**config.mk**
```make
export PLATFORM = sky130hd
export DESIGN_NAME = imem_loader_flat
export DESIGN_NICKNAME = d
export VERILOG_FILES = /design/src/rtl/imem_loader_pkg.sv /design/src/rtl/imem_loader_if.sv /design/src/rtl/imem_loader_byte_packer.sv /design/src/rtl/imem_loader.sv /design/src/flat_wrapper.sv
export SDC_FILE = /design/constraint.sdc
export NUM_CORES = 1
export LEC_CHECK = 0
export ABC_AREA = 1
export BUFFER_PORTS_ARGS = -buffer_cell sky130_fd_sc_hd__buf_2
export CORE_UTILIZATION = 35
export DETAILED_ROUTE_END_ITERATION = 12
export HOLD_SLACK_MARGIN = 0.03
export SYNTH_ARGS = -nofsm -noshare
export SYNTH_HDL_FRONTEND = slang
export SYNTH_SLANG_ARGS = --single-unit
```
**constraint.sdc**
```tcl
create_clock -name clk -period 2.39 [get_ports clk]
set_input_delay 0.239 -clock clk [delete_from_list [all_inputs] [get_ports clk]]
set_output_delay 0.239 -clock clk [all_outputs]
set_load 0.05 [all_outputs]
```
**src/rtl/imem_loader_pkg.sv**
```systemverilog
// Shared types and constants for the instruction-memory loader.
package imem_loader_pkg;

   localparam int unsigned BYTES_PER_WORD = 4;
   localparam int unsigned BYTE_IDX_W     = $clog2(BYTES_PER_WORD);

   typedef logic [BYTE_IDX_W-1:0] byte_idx_t;

   typedef enum logic [2:0] {
      IDLE,
      HDR,
      DATA,
      WRITE,
      DONE,
      CHK,
      ERROR
   } state_e;

endpackage

```
**src/rtl/imem_loader_if.sv**
```systemverilog
// Host byte stream plus instruction-RAM write port; master = loader side.
interface imem_loader_if #(
   parameter int unsigned ADDRESS_WIDTH = 5,
   parameter int unsigned DATA_WIDTH    = 32
);
   logic [7:0]               byte_in;
   logic                     byte_valid;
   logic                     byte_ready;
   logic                     wr_en;
   logic [ADDRESS_WIDTH-1:0] wr_addr;
   logic [DATA_WIDTH-1:0]    wr_data;

   modport master (
      input  byte_in, byte_valid,
      output byte_ready, wr_en, wr_addr, wr_data
   );

   modport slave (
      output byte_in, byte_valid,
      input  byte_ready, wr_en, wr_addr, wr_data
   );
endinterface

```
**src/rtl/imem_loader_byte_packer.sv**
```systemverilog
// Little-endian byte-lane packer: byte 0 lands in bits 7:0.
module imem_loader_byte_packer #(
   parameter int unsigned DATA_WIDTH = 32
) (
   input  logic                  clk,
   input  logic                  rst,
   input  logic                  clear,
   input  logic                  load,
   input  logic [7:0]            byte_in,
   output logic [DATA_WIDTH-1:0] word_nxt,
   output logic                  word_full
);
   import imem_loader_pkg::*;

   logic [DATA_WIDTH-1:0] word_q, word_d;
   byte_idx_t             idx_q, idx_d;

   always_comb begin
      word_d = word_q;
      idx_d  = idx_q;
      if (clear) begin
         word_d = '0;
         idx_d  = '0;
      end else if (load) begin
         word_d[{idx_q, 3'b000} +: 8] = byte_in;
         idx_d                        = idx_q + byte_idx_t'(1);
      end
   end

   // word_nxt exposes the word including the byte being accepted this cycle
   assign word_nxt  = word_d;
   assign word_full = load && !clear && (idx_q == byte_idx_t'(BYTES_PER_WORD - 1));

   always_ff @(posedge clk or negedge rst) begin
      if (!rst) begin
         word_q <= '0;
         idx_q  <= '0;
      end else begin
         word_q <= word_d;
         idx_q  <= idx_d;
      end
   end

endmodule

```
**src/rtl/imem_loader.sv**
```systemverilog
// Instruction-memory loader: header byte, then packed words written from address 0.
// Optional trailing XOR checksum byte with IMEM_LOADER_CHECKSUM_EN.
module imem_loader #(
   parameter int unsigned ADDRESS_WIDTH = 5,
   parameter int unsigned DATA_WIDTH    = 32
) (
   input  logic          clk,
   input  logic          rst,
   input  logic          start,
   imem_loader_if.master bus,
   output logic          cpu_rst,
   output logic          done,
   output logic          err
);
   import imem_loader_pkg::*;

   state_e                   state_q, state_d;
   logic [ADDRESS_WIDTH-1:0] addr_q, addr_d;
   logic [ADDRESS_WIDTH-1:0] last_q, last_d;
   logic [DATA_WIDTH-1:0]    wr_data_q, wr_data_d;
   logic                     xfer;
   logic                     pk_clear, pk_load, word_full;
   logic [DATA_WIDTH-1:0]    word_nxt;
`ifdef IMEM_LOADER_CHECKSUM_EN
   logic [7:0]               csum_q, csum_d;
`endif

   assign xfer     = bus.byte_valid && bus.byte_ready;
   assign pk_load  = (state_q == DATA) && xfer;
   assign pk_clear = ((state_q == HDR) && xfer) || (state_q == WRITE);

   imem_loader_byte_packer #(.DATA_WIDTH(DATA_WIDTH)) u_packer (
      .clk      (clk),
      .rst      (rst),
      .clear    (pk_clear),
      .load     (pk_load),
      .byte_in  (bus.byte_in),
      .word_nxt (word_nxt),
      .word_full(word_full)
   );

   always_ff @(posedge clk or negedge rst) begin
      if (!rst) begin
         state_q <= IDLE;
      end else begin
         state_q <= state_d;
      end
   end

   always_comb begin
      state_d = state_q;
      case (state_q)
         IDLE, DONE, ERROR: if (start) state_d = HDR;
         HDR:               if (xfer) state_d = DATA;
         DATA:              if (word_full) state_d = WRITE;
         WRITE: begin
            if (addr_q == last_q) begin
`ifdef IMEM_LOADER_CHECKSUM_EN
               state_d = CHK;
`else
               state_d = DONE;
`endif
            end else begin
               state_d = DATA;
            end
         end
`ifdef IMEM_LOADER_CHECKSUM_EN
         CHK: if (xfer) state_d = (bus.byte_in == csum_q) ? DONE : ERROR;
`endif
         default: state_d = IDLE;
      endcase
   end

   always_comb begin
      bus.byte_ready = (state_q == HDR) || (state_q == DATA) || (state_q == CHK);
      bus.wr_en      = (state_q == WRITE);
      cpu_rst        = (state_q != DONE);
      done           = (state_q == DONE);
`ifdef IMEM_LOADER_CHECKSUM_EN
      err            = (state_q == ERROR);
`else
      err            = 1'b0;
`endif
   end

   always_comb begin
      addr_d    = addr_q;
      last_d    = last_q;
      wr_data_d = wr_data_q;
      if ((state_q == HDR) && xfer) begin
         last_d = bus.byte_in[ADDRESS_WIDTH-1:0];
         addr_d = '0;
      end
      if (word_full) begin
         wr_data_d = word_nxt;
      end
      // address only advances when another word follows, so it never wraps
      if ((state_q == WRITE) && (addr_q != last_q)) begin
         addr_d = addr_q + ADDRESS_WIDTH'(1);
      end
   end

`ifdef IMEM_LOADER_CHECKSUM_EN
   always_comb begin
      csum_d = csum_q;
      if ((state_d == HDR) && (state_q != HDR)) begin
         csum_d = '0;
      end else if (pk_load) begin
         csum_d = csum_q ^ bus.byte_in;
      end
   end

   always_ff @(posedge clk or negedge rst) begin
      if (!rst) begin
         csum_q <= '0;
      end else begin
         csum_q <= csum_d;
      end
   end
`endif

   always_ff @(posedge clk or negedge rst) begin
      if (!rst) begin
         addr_q    <= '0;
         last_q    <= '0;
         wr_data_q <= '0;
      end else begin
         addr_q    <= addr_d;
         last_q    <= last_d;
         wr_data_q <= wr_data_d;
      end
   end

   assign bus.wr_addr = addr_q;
   assign bus.wr_data = wr_data_q;

endmodule

```
**src/flat_wrapper.sv**
```systemverilog
// flat-port wrapper written by rule: the top's interface ports become plain ports
module imem_loader_flat import imem_loader_pkg::*;
#(
   parameter int unsigned ADDRESS_WIDTH = 5,
   parameter int unsigned DATA_WIDTH    = 32
)
  (clk, rst, start, cpu_rst, done, err, bus_byte_in, bus_byte_valid, bus_byte_ready, bus_wr_en, bus_wr_addr, bus_wr_data);
  imem_loader_if #(.ADDRESS_WIDTH(ADDRESS_WIDTH), .DATA_WIDTH(DATA_WIDTH)) bus_i ();
  input  logic clk;
  input  logic rst;
  input  logic start;
  output logic cpu_rst;
  output logic done;
  output logic err;
  input wire logic [$bits(bus_i.byte_in)-1:0] bus_byte_in;
  input wire logic [$bits(bus_i.byte_valid)-1:0] bus_byte_valid;
  output wire logic [$bits(bus_i.byte_ready)-1:0] bus_byte_ready;
  output wire logic [$bits(bus_i.wr_en)-1:0] bus_wr_en;
  output wire logic [$bits(bus_i.wr_addr)-1:0] bus_wr_addr;
  output wire logic [$bits(bus_i.wr_data)-1:0] bus_wr_data;
  assign bus_i.byte_in = bus_byte_in;
  assign bus_i.byte_valid = bus_byte_valid;
  assign bus_byte_ready = bus_i.byte_ready;
  assign bus_wr_en = bus_i.wr_en;
  assign bus_wr_addr = bus_i.wr_addr;
  assign bus_wr_data = bus_i.wr_data;
  imem_loader #(.ADDRESS_WIDTH(ADDRESS_WIDTH), .DATA_WIDTH(DATA_WIDTH)) u_core (.clk(clk), .rst(rst), .start(start), .bus(bus_i), .cpu_rst(cpu_rst), .done(done), .err(err));
endmodule
```
* Word level (Yosys, flattened, before mapping) *
Index checks and enable logic that the tools add are counted.

word-level totals
  register bits = 79
  bits of input ports = 12
  output and inout port bits = 42
  logic and storage cells = 51

operators by class
  add/sub/neg operators = 3
  equality and inequality tests = 13
  shift-type cells = 2
  mux-type cells = 12
  reduce and logical (&&, ||, !) cells = 15

operators with widths
  cell                      number
  $mux W32                  2
  $bwmux W32                1
  $shift A8 B7 Y32 const A  1
  $shiftx A8 B7 Y32         1
  $mux W3                   4
  $pmux W3 S4               1
  $mux W5                   2
  $eq A3 B3 Y1 const B      3
  $neg A5 Y7                1
  $eq A3 B2 Y1 const B      2
  $logic_and A1 B1 Y1       6
  $add A5 B1 Y5 const B     1
  $eq A5 B5 Y1              1
  $ne A5 B5 Y1              1
  $mux W2                   2
  $ne A2 B2 Y1 const B      2
  $reduce_bool A2 Y1        2
  $eq A3 B1 Y1 const B      1
  $logic_not A3 Y1          1
  $logic_or A1 B1 Y1        3
  $ne A3 B3 Y1 const B      1
  $reduce_and A3 Y1         1
  $reduce_or A3 Y1          1
  $add A2 B1 Y2 const B     1
  other kinds (3)           3

* Logic depth before layout (Yosys ltp) *
  depth in word-level cells = 11
  depth in mapped cells = 10
  gate-level depth less buffers = 9

* Hierarchy *
From an unflattened synthesis, not the netlist that was laid out.

second synthesis, totals
  cell total of the unflattened synthesis = 453
  area, all modules = 3652.3 µm²

modules (own cells, without submodules)
  module                   instances  cells each  area each (µm²)  sequential area each (µm²)
  imem_loader              1          237         1975.6           1126.1
  imem_loader_byte_packer  1          216         1676.6           850.8

* Worst setup path after synthesis *
Ideal clock, no wire load.

  kind = reg2out
  start = register u_core.state_q[0]
  end = output cpu_rst
  arrival time = 2.136 ns
  data required time = 2.151 ns
  slack = 0.015 ns
  stages on the path, launching flop included = 3
  buffers on the path = 0
  path through = dfrtp_1 -> nor3_1 -> inv_1

between the ends
  cells in the longest elaborated chain, start to end = 1

RTL lines
  what                    line                source
  start, declared         imem_loader.sv:17   state_e state_q, state_d;
  start signal, assigned  imem_loader.sv:46   state_q <= state_d;
  $ne A3 B3 Y1            imem_loader.sv:77   cpu_rst = (state_q != DONE);
  end, declared           flat_wrapper.sv:12  output logic cpu_rst;

No other way between the ends.

* Worst setup path in the final report *
  start = register u_core.state_q[1]
  end = register u_core.u_packer.idx_q[0]

between the ends
  cells in the longest elaborated chain, start to end = 7
  elaborated cells between the ends (all ways) = 12
  those cells by class = eq/ne (4); mux (1); reduce/logical (7)

RTL lines
  what                                                  line                                                     source
  $eq A3 B1 Y1 / $eq A3 B2 Y1 (equally long branches)   imem_loader.sv:30, imem_loader.sv:75, imem_loader.sv:29
  $logic_or A1 B1 Y1 (2 in series)                      imem_loader.sv:75                                        bus.byte_ready = (state_q == HDR) || (state_q == DATA) || (state_q == CHK);
  $logic_and A1 B1 Y1                                   imem_loader.sv:28                                        assign xfer = bus.byte_valid && bus.byte_ready;
  $logic_and A1 B1 Y1                                   imem_loader.sv:30                                        assign pk_clear = ((state_q == HDR) && xfer) || (state_q == WRITE);
  $logic_or A1 B1 Y1                                    imem_loader.sv:30
  $mux W2 / $reduce_bool A2 Y1 (equally long branches)  --
  end signal, assigned                                  imem_loader_byte_packer.sv:40                            idx_q <= idx_d;
  end, declared                                         imem_loader_byte_packer.sv:16                            byte_idx_t idx_q, idx_d;

Several ways; a longest one is shown, not always the timed one.
A chain may end at the register's enable or synchronous reset.

==> summary.txt <==
Outcome
  – Status: complete, no violations

Worst hold path
  – Worst Hold Class: input pin to flop

Worst setup path
  – CP Class: flop to flop
  – Critical Path Source Type: flop
  – Worst EP required: 2.65 ns
  – Max FO, Critical Path: 50
  – Cell mode on critical path: nand2_1
  – Worst Path Arrival: 2.26 ns
  – Worst Setup End Kind: flop
  – Critical Path Max Stage Delay: roughly 0.87 ns
  – Cell breakdown of the critical path: inv_1 > nand2_1 > nor2_1 > a21oi_4 > nand2_1 > o21ai_0
  – Crit-path slowest cell: a21oi_4

Finish
  – Antenna Cells: 0
  – Final instance area: 0.004031 sq mm
  – Nets: 498
  – Area grow syn2layout: 15.77%
  – Fill cells: 1047
  – Non-filler cells, final: 615
  – Layout cells sized above 1: 0.1826
  – Final Util: 0.4144

Synthesis
  – Syn avg cell area: 8.155 sq um
  – Leading area contributor after synthesis: dfrtp_1
  – XOR/XNOR share of the synthesized area: 0.007546
  – Synthesized flop and latch total: 71
  – Register area share after synthesis: 0.5102
  – Mapped Area: roughly 0.0035 sq mm
  – Mux share of post-synthesis cell area: 0.003234
  – Area share of the largest cell type after synthesis: 0.5102
  – Compound-cell area share of the yosys netlist: 0.04671
  – Synth warnings: 0
  – Share of synthesized registers carrying an async set or reset: 1.000
  – Largest family of logic cells by synthesized area: simple AND/OR/NAND/NOR gates
  – Top_reg_cell synth: dfrtp_1
  – Cells after Synth: 427
  – Post-Synth Simple-Gate Area: 0.3194
  – Post-Synth Adder-Cell Area: 0.02156
  – Most frequent cell after synthesis: nand2_1
  – Synth Net Count: roughly 450
  – Post-synth EDFFs: 0
  – Top cells by area, synth: dfrtp_1, nand2_1, inv_1, nand4_1, and3_1
  – Yosys cell types: 29
  – Post-synth top cells: nand2_1, dfrtp_1, inv_1

Place
  – Post-Place Cells: 601
  – PortBufs: 52
  – HPWL Detailed: 5597 um
  – DP Worst Slack: 0.4669 ns
  – Final Wtd Congestion: 0.8486
  – Post-DP Area: about 0.0039 sq mm

Global route
  – GRT overflow: 0
  – Vias in the first global route: 2837
  – Largest net degree at the start of global routing: 51
  – Tot GR Track Use: 0.1799
  – First-pass GRT wire length: around 14000 um
  – Initial antenna violation count: 0

Die
  – Die height: 101.7 um
  – # IOs: 54
  – Row count: 36
  – Core area: 0.009729 sq mm
  – Die ar.: 0.01035 sq mm
  – Die W: 101.7 um
  – Initial Utilization: 0.3579

Run
  – Max Cap Viol: 0

CTS
  – Max Root-Sink Buffers: 2
  – CTS Buf Count: 9
  – CTS sink count: 71
  – Worst-Skew Late Latency: 0.34 ns
  – Root Buffer: clkbuf_8
  – TritonCTS clock tree: yes
  – Setup bufs post-CTS: 0
  – Clock transition at path regs: 0.07 ns
  – H-Tree Depth: 3

Timing
  – Clock Skew: about 0.0062 ns
  – RSZ-0062 raised after global routing: no
  – Endpoints failing hold: 0
  – FMAX: 0.4993 GHz
  – Fin crit period: around 2 ns
  – Slew margin rel.: 0.2631
  – Final worst setup slack: 0.3873 ns
  – Post-route clock period utilization: 0.8379
  – Slew @ Worst Pin: 1.103 ns
  – Max Slew Vio Count: 0
  – Sum Neg Setup Slack: 0 ns
  – Count of final setup violators: 0

Detailed routing
  – DRT iter0 DRCs: 132
  – Total iterations of the first detailed-routing run: 4
  – Post-DRT Antenna Nets: 0
  – # DRC: 0
  – Via-per-instance ratio: 4.715
  – Via Count: 2900
  – Avg WL per Cell: 13.41 um
  – Wirelength, routed: roughly 8200 um

Pwr
  – Pwr/cell area: 1163 mW/mm^2
  – Peak supply drop: 0.4553 mV
  – Leakage power total: 0.002314 uW
layout make-up:
type                       count  area (sq um)  share of cell area
tap                          133         166.4             0.04128
clock inverter                 2         35.03            0.008690
timing repair buffer          59         327.8             0.08132
inverter                      54         202.7             0.05028
clock buffer                  11         131.4             0.03259
multi-input combinational    285          1391              0.3451
sequential                    71          1777              0.4407
worst max-delay path, delay by kind of cell, from the launching register on:
kind            cells  cell delay (ns)
buf+inv             1             0.07
flops               1             0.42
compound gates      2             1.08
simple gates        3             0.33
state kept, by name, indices dropped and copies added, names as in the netlist:
signal and count:
u_core.bus.wr_addr 5, u_core.bus.wr_data 32, u_core.last_q 5, u_core.state_q 3, u_core.u_packer.idx_q 2, u_core.u_packer.word_q 24
through the flow:
step | hold slack (ns) | total power (uW)
2_1_floorplan | -0.05659 | 3416
3_3_place_gp | 0.2695 | 3779
3_5_place_dp | 0.2781 | 3822
4_1_cts | 0.2381 | 4724
5_1_grt | 0.2602 | 5033
6_report | 0.2474 | 4688
metal layers:
| layer | vias to the layer above | global-route usage | routed length [um] |
|---|---|---|---|
| li1 | 1464 | - | - |
| met1 | 1365 | 0.2342 | 3790 |
| met2 | 58 | 0.2848 | 4010 |
| met3 | 13 | 0.03451 | 322 |
| met4 | 0 | 0.09365 | 127 |
| met5 | - | 0 | 0 |
path summary, 6_finish.rpt:
check	start	cells past startpoint	to	slack [ns]
hold / removal	bus_byte_in[2]	3	u_core.last_q[2]	0.25
hold reg to reg	u_core.bus.wr_data[13]	2	u_core.bus.wr_data[13]	0.48
setup / recovery	u_core.state_q[1]	6	u_core.u_packer.idx_q[0]	0.39
max in group asynchronous	rst	3	u_core.bus.wr_addr[0]	1.24
min in group asynchronous	rst	2	u_core.bus.wr_data[17]	0.44
setup reg to reg	u_core.state_q[1]	6	u_core.u_packer.idx_q[0]	0.39
repair_timing:
action                    CTS  global route
gates resized for setup     0             0
hold endpoints to repair   23             0
hold buffers                1             0
kinds of logic after synthesis:
group | count (synthesis)
AO/OA/AOI/OAI | 30
XOR/XNOR | 3
adder cells (fa/ha/maj) | 6
buffers and inverters | 71
flip-flops | 71
multiplexers | 1
other | 1
AND/OR/NAND/NOR | 244
cells in the final DEF, fill, tap and decap left out, types with 6 or more instances in the layout:
master and instances:
ha_1 6, buf_2 52, nand3_1 22, nand4_1 26, dfrtp_1 71, inv_1 49
o21ai_1 6, nor2_1 9, nand2_1 150, o21ai_0 17, clkbuf_8 9, and3_1 24
where the power goes:
| group | total [uW] | switching [uW] | internal, uW |
|---|---|---|---|
| combinational | 2080 | 1540 | 541 |
| sequential | 1730 | 191 | 1530 |
| clock | 879 | 415 | 464 |
| total | 4690 | 2150 | 2540 |
Power figures use the tool's default switching activity.
